File: config.mk
export PLATFORM = sky130hd
export DESIGN_NAME = axi_aw_arbiter_2x1
export DESIGN_NICKNAME = d
export VERILOG_FILES = /design/src/rtl/axi_ic_pkg.sv /design/src/rtl/axi_route_fifo.sv /design/src/rtl/axi_aw_arbiter_2x1.sv
export SDC_FILE = /design/constraint.sdc
export NUM_CORES = 1
export LEC_CHECK = 0
export ABC_AREA = 1
export CORE_UTILIZATION = 25
export CTS_CLUSTER_SIZE = 40
export DETAILED_ROUTE_END_ITERATION = 8
export PLACE_DENSITY_LB_ADDON = 0.12
export SKIP_LAST_GASP = 1
export SYNTH_ARGS = -nofsm -noshare
export SYNTH_HDL_FRONTEND = slang
export SYNTH_SLANG_ARGS = --single-unit
File: constraint.sdc
create_clock -name ACLK -period 1.8 [get_ports ACLK]
set_clock_uncertainty 0.05 [all_clocks]
set_input_delay 0.27 -clock ACLK [delete_from_list [all_inputs] [get_ports ACLK]]
set_output_delay 0.27 -clock ACLK [all_outputs]
set_load 0.01 [all_outputs]
File: src/rtl/axi_ic_pkg.sv
// Shared definitions for the AXI interconnect arbiters and routers.
// Holds state encodings, index widths and default geometry.
package axi_ic_pkg;

    typedef enum logic {
        ST_IDLE   = 1'b0,
        ST_LOCKED = 1'b1
    } arb_state_e;

    localparam int MIDX_W        = 1;
    localparam int DEF_PAYLOAD_W = 32;
    localparam int DEF_DEPTH     = 4;

endpackage

File: src/rtl/axi_route_fifo.sv
// In-order route FIFO remembering which master owns each outstanding transaction.
// DEPTH must be a power of two so the pointers wrap naturally.
module axi_route_fifo #(
    parameter int DEPTH = 4,
    parameter int WIDTH = 1
) (
    input  logic                     clk,
    input  logic                     reset,
    input  logic                     push,
    input  logic                     pop,
    input  logic [WIDTH-1:0]         din,
    output logic [WIDTH-1:0]         head,
    output logic                     empty,
    output logic                     full,
    output logic [$clog2(DEPTH):0]   count
);

    localparam int PTR_W = $clog2(DEPTH);
    localparam int CNT_W = PTR_W + 1;

    logic [WIDTH-1:0] mem [DEPTH];
    logic [PTR_W-1:0] wptr;
    logic [PTR_W-1:0] rptr;
    logic             do_push;
    logic             do_pop;

    assign empty = (count == '0);
    assign full  = (count == CNT_W'(DEPTH));
    assign head  = mem[rptr];

    // A pop while empty is dropped; a push into a full FIFO is only legal alongside a pop.
    assign do_pop  = pop && !empty;
    assign do_push = push && (!full || do_pop);

    always_ff @(posedge clk) begin
        if (do_push) begin
            mem[wptr] <= din;
        end
    end

    always_ff @(posedge clk) begin
        if (reset) begin
            wptr  <= '0;
            rptr  <= '0;
            count <= '0;
        end else begin
            if (do_push) begin
                wptr <= wptr + PTR_W'(1);
            end
            if (do_pop) begin
                rptr <= rptr + PTR_W'(1);
            end
            case ({do_push, do_pop})
                2'b10:   count <= count + CNT_W'(1);
                2'b01:   count <= count - CNT_W'(1);
                default: count <= count;
            endcase
        end
    end

endmodule

File: src/rtl/axi_aw_arbiter_2x1.sv
// Round-robin 2:1 AXI write-address arbiter; the grant holds until the AW handshake,
// and each winner is queued so the B demux can route responses back in order.
module axi_aw_arbiter_2x1
    import axi_ic_pkg::*;
#(
    parameter int PAYLOAD_W = DEF_PAYLOAD_W,
    parameter int DEPTH     = DEF_DEPTH
) (
    input  logic                 ACLK,
    input  logic                 ARESET,
    input  logic [PAYLOAD_W-1:0] m0_aw_payload,
    input  logic                 m0_awvalid,
    output logic                 m0_awready,
    input  logic [PAYLOAD_W-1:0] m1_aw_payload,
    input  logic                 m1_awvalid,
    output logic                 m1_awready,
    output logic [PAYLOAD_W-1:0] s_aw_payload,
    output logic                 s_awvalid,
    input  logic                 s_awready,
    input  logic                 s_bvalid,
    input  logic                 s_bready,
    output logic                 b_select,
    output logic                 b_route_valid,
    output logic                 route_full
);

    localparam int CNT_W = $clog2(DEPTH) + 1;

    arb_state_e        state;
    logic [MIDX_W-1:0] grant;
    logic [MIDX_W-1:0] prio;
    logic              locked;
    logic              aw_hs;
    logic [MIDX_W-1:0] route_head;
    logic              route_empty;
    logic [CNT_W-1:0]  route_count;

    assign locked = (state == ST_LOCKED);

    // Slave side mirrors the granted master only while locked; everything is quiet in IDLE.
    assign s_awvalid    = locked && (grant[0] ? m1_awvalid : m0_awvalid);
    assign s_aw_payload = locked ? (grant[0] ? m1_aw_payload : m0_aw_payload) : '0;
    assign m0_awready   = locked && !grant[0] && s_awready;
    assign m1_awready   = locked &&  grant[0] && s_awready;
    assign aw_hs        = s_awvalid && s_awready;

    always_ff @(posedge ACLK) begin
        if (ARESET) begin
            state <= ST_IDLE;
            grant <= '0;
            prio  <= '0;
        end else begin
            case (state)
                ST_IDLE: begin
                    // No new grant while every route slot is taken.
                    if ((m0_awvalid || m1_awvalid) && (route_count < CNT_W'(DEPTH))) begin
                        state <= ST_LOCKED;
                        grant <= (m0_awvalid && m1_awvalid) ? prio : m1_awvalid;
                    end
                end
                ST_LOCKED: begin
                    if (aw_hs) begin
                        state <= ST_IDLE;
                        prio  <= ~grant;
                    end
                end
                default: state <= ST_IDLE;
            endcase
        end
    end

    axi_route_fifo #(
        .DEPTH (DEPTH),
        .WIDTH (MIDX_W)
    ) u_route_fifo (
        .clk   (ACLK),
        .reset (ARESET),
        .push  (aw_hs),
        .pop   (s_bvalid && s_bready),
        .din   (grant),
        .head  (route_head),
        .empty (route_empty),
        .full  (route_full),
        .count (route_count)
    );

    assign b_route_valid = !route_empty;
    assign b_select      = route_empty ? 1'b0 : route_head[0];

endmodule
==> impl_metrics.py <==
metrics = {
    "synth": {
        "synth_cells": 204,
        "postSynthAreaPerCell_um2": 6.244,
        "ys_seq_area_share_pct": 28.29,
        "ys_ff_latch": 16,
        "post_synthesis_cell_area_um2": 1274,
        "synth_adder_area_share_pct": 5.501,
        "yosys.area_share.xor_xnor_pct": 0,
        "yosys_warnings": 0,
        "postSynthNetCount": 280,
        "synth_simple_gate_area_share_pct": 32.12,
        "synth_cell_types": 27,
        "synth_top_family_by_area": "simple AND/OR/NAND/NOR gates",
        "synth_compound_area_share_pct": 24.46,
        "post_synth_mux_area_share_pct": 0,
    },
    "floorplanning": {
        "core_region_area_um2": 4817,
        "rows": 25,
        "ioPinCount": 109,
        "die_w_um": 73.38,
        "die-area_um2": 5385,
        "die_y_um": 73.38,
        "initial_core_util_pct": 26.44,
    },
    "placed_design": {
        "hpwl_um": 3709,
        "routability_driven_placement_congestion_ratio": 0.7676,
        "place.port_buffers": 108,
        "placed_cells": 390,
        "dpl-instance-area_um2": 2564,
    },
    "clock_tree": {
        "cts_buffer_count": 3,
        "cts_buffer_depth": 2,
        "path_clk_slew_ps": 60,
        "clock_tree.htree_level_count": 1,
        "ctsRootBufferMaster": "sky130_fd_sc_hd__clkbuf_8",
        "clock_insertion_delay_at_the_later_pin_of_the_skew_report_ps": 250,
        "clkSinkCount": 16,
        "clock_tree_from_tritoncts": "yes",
    },
    "critical_path": {
        "crit_chain": "nor2_2 -> nand2_2 -> inv_1 -> clkdlybuf4s50_1",
        "setup.reg_to_reg.worst_slack_ps": 100,
        "rr_worst_depth": 8,
        "endpoint_kind": "primary output",
        "worst_path_largest_cell_delay_ps": 520,
        "startpoint_type": "flop",
        "critical_path_class": "reg2out",
        "worst_ep_required_time_ps": 1480,
        "worstReg2RegStart": "u_route_fifo.count[2]$_SDFFE_PP0P_",
        "crit_path_max_fanout": 4,
        "critPathSlowestCell": "sky130_fd_sc_hd__clkdlybuf4s50_1",
        "arrival_ps": 1420,
        "rr_endpoint": "u_route_fifo.count[1]$_SDFFE_PP0P_",
    },
    "power": {
        "ir_drop_worst_case_vdd_uv": 224.2,
        "powerDensity_nw_per_um2": 553.1,
        "cellLeakagePower_nw": 1.258,
    },
    "final_layout": {
        "synthToLayoutAreaGrowth_pct": 105.0,
        "multiInputGateArea_um2": 800.8,
        "n_fill_cell": 502,
        "layout_cells_sized_above_1_pct": 12.84,
        "instances_no_fill": 394,
        "mostFrequentLayoutCell": "sky130_fd_sc_hd__nand2_1",
        "most-common-layout-cells": "73 x sky130_fd_sc_hd__nand2_1, 71 x sky130_fd_sc_hd__clkdlybuf4s50_1, 40 x sky130_fd_sc_hd__a21oi_1",
        "layout.cell_area.non_filler_um2": 2611,
        "register_area_um2": 364.1,
        "finish.net_count": 404,
        "antenna_fix_cells": 0,
    },
    "sta": {
        "maxSlewHeadroom_pct": 78.98,
        "min_period_over_period_pct": 96.86,
        "finalSetupViolations": 0,
        "final.setup.tns_ps": 0,
        "maxSlewViolCount": 0,
        "finalCriticalPeriod_ps": 1743,
        "unrepaired_setup_endpoints_after_global_routing": "false",
        "timing_worst_slew_pin_value_ps": 315.3,
        "timing.final.hold_violations": 0,
        "fmax_ghz": 0.5736,
    },
    "hold_path": {
        "worstHoldStart": "u_route_fifo.rptr[1]$_SDFFE_PP0P_",
        "worst_hold_path.num_cells": 2,
        "hold_crit_class": "reg2reg",
    },
    "route": {
        "drt_first_pass_iters": 4,
        "dr_total_vias": 1707,
        "route.final.wire_length_um": 4582,
        "drc_errors": 0,
        "post_drt_wl_per_cell_um": 11.63,
        "ant_nets": 0,
        "routed_via_density": 4.332,
        "initialDrtViolationCount": 72,
    },
    "global_route": {
        "via_count_of_the_first_global_routing_pass": 1601,
        "maximum_number_of_pins_on_one_net_before_global_route_repair": 27,
        "gr-usage-all-layers_pct": 17.19,
        "gr-total-overflow": 0,
        "grt_antenna_before_repair": 0,
        "grt_first_pass_wirelength_um": 7120,
    },
    "flow_run": {
        "cap_viol_max_count": 0,
    },
    "status": {
        "status": "completed",
    },
}
critical path, delay by kind of cell (launching register included):
| kind | cells | cell delay [ps] |
|---|---|---|
| flip-flops | 1 | 330 |
| buffers and inverters | 2 | 580 |
| AND/OR/NAND/NOR | 2 | 250 |
power by group:
part           switching, W  internal [W]  leakage, nW
combinational      0.000326      0.000380         1.09
sequential        0.0000232      0.000396        0.135
clock              0.000124      0.000194       0.0288
total              0.000474      0.000971         1.26
layout make-up:
class / count / share of cell area (%)
clock buffer: 4 / 2.108
inverter: 20 / 3.019
multi-input combinational: 158 / 30.67
sequential: 16 / 13.94
tap: 67 / 3.210
timing repair buffer: 129 / 47.05
metrics by stage:
| step | hold slack (ps) | util, % | worst slack [ps] | power (W) |
|---|---|---|---|---|
| CTS | 422.4 | 53.82 | -206.6 | 0.001466 |
| global route | 431.4 | 54.21 | 6.191 | 0.001548 |
| global placement | 408.9 | 53.22 | -167.0 | 0.001182 |
| finish | 417.2 | 54.21 | 56.57 | 0.001444 |
| floorplan | 282.4 | - | 14.71 | 0.0007334 |
| detailed placement | 409.8 | 53.22 | -230.0 | 0.001183 |
worst max-delay path by stage:
stage | from | to | slack, ps | cells after the start
after floorplan | grant$_SDFFE_PP0P_ | u_route_fifo.count[2]$_SDFFE_PP0P_ | 10 | 11
after global placement | m0_awvalid | u_route_fifo.count[2]$_SDFFE_PP0P_ | -170 | 10
after detailed placement | m0_awvalid | u_route_fifo.count[2]$_SDFFE_PP0P_ | -230 | 10
after CTS | grant$_SDFFE_PP0P_ | s_aw_payload[26] | -210 | 5
after global routing | grant$_SDFFE_PP0P_ | s_aw_payload[9] | 6 | 5
final | u_route_fifo.count[0]$_SDFFE_PP0P_ | route_full | 60 | 4
Yosys cell counts, drive strengths merged:
library cell  number  area share [%]
clkbuf             9             2.7
clkinv             1            0.29
o21a               1            0.59
buf                1            0.88
ha                 4             3.9
a21boi             2             1.2
edfxtp             4             9.4
a211oi             2             1.2
o21ai              9             3.8
a21oi             42              18
nor2               9             2.7
fa                 1             1.6
nand3              6             4.1
or2                1            0.49
inv               19             5.8
dfxtp             12              19
nor3               2            0.79
nand4              1            0.49
nand2             78              24
per-layer routing:
metal  part of all wire [%]  GRT usage, %  up-vias
met4                    1.7         7.051        0
met2                     49         28.60       68
met5                      0             0        -
met1                     43         21.27      729
met3                    6.4         4.115        5
li1                       -             -      905
cells by family (layout without fill, tap and decap cells):
kind of cell,after synthesis,in the layout
and+or+nand+nor,97,97
buffers and inverters,30,153
adders and majority gates,5,5
DFF,16,16
AOI/OAI and AO/OA,56,56
what timing repair did:
action | 4_1_cts | 5_1_grt
hold buffers | 0 | 0
gates resized for setup | 40 | 8
setup buffers | 0 | 0
setup endpoints to repair | 39 | 7
Power figures use the tool's default switching activity.
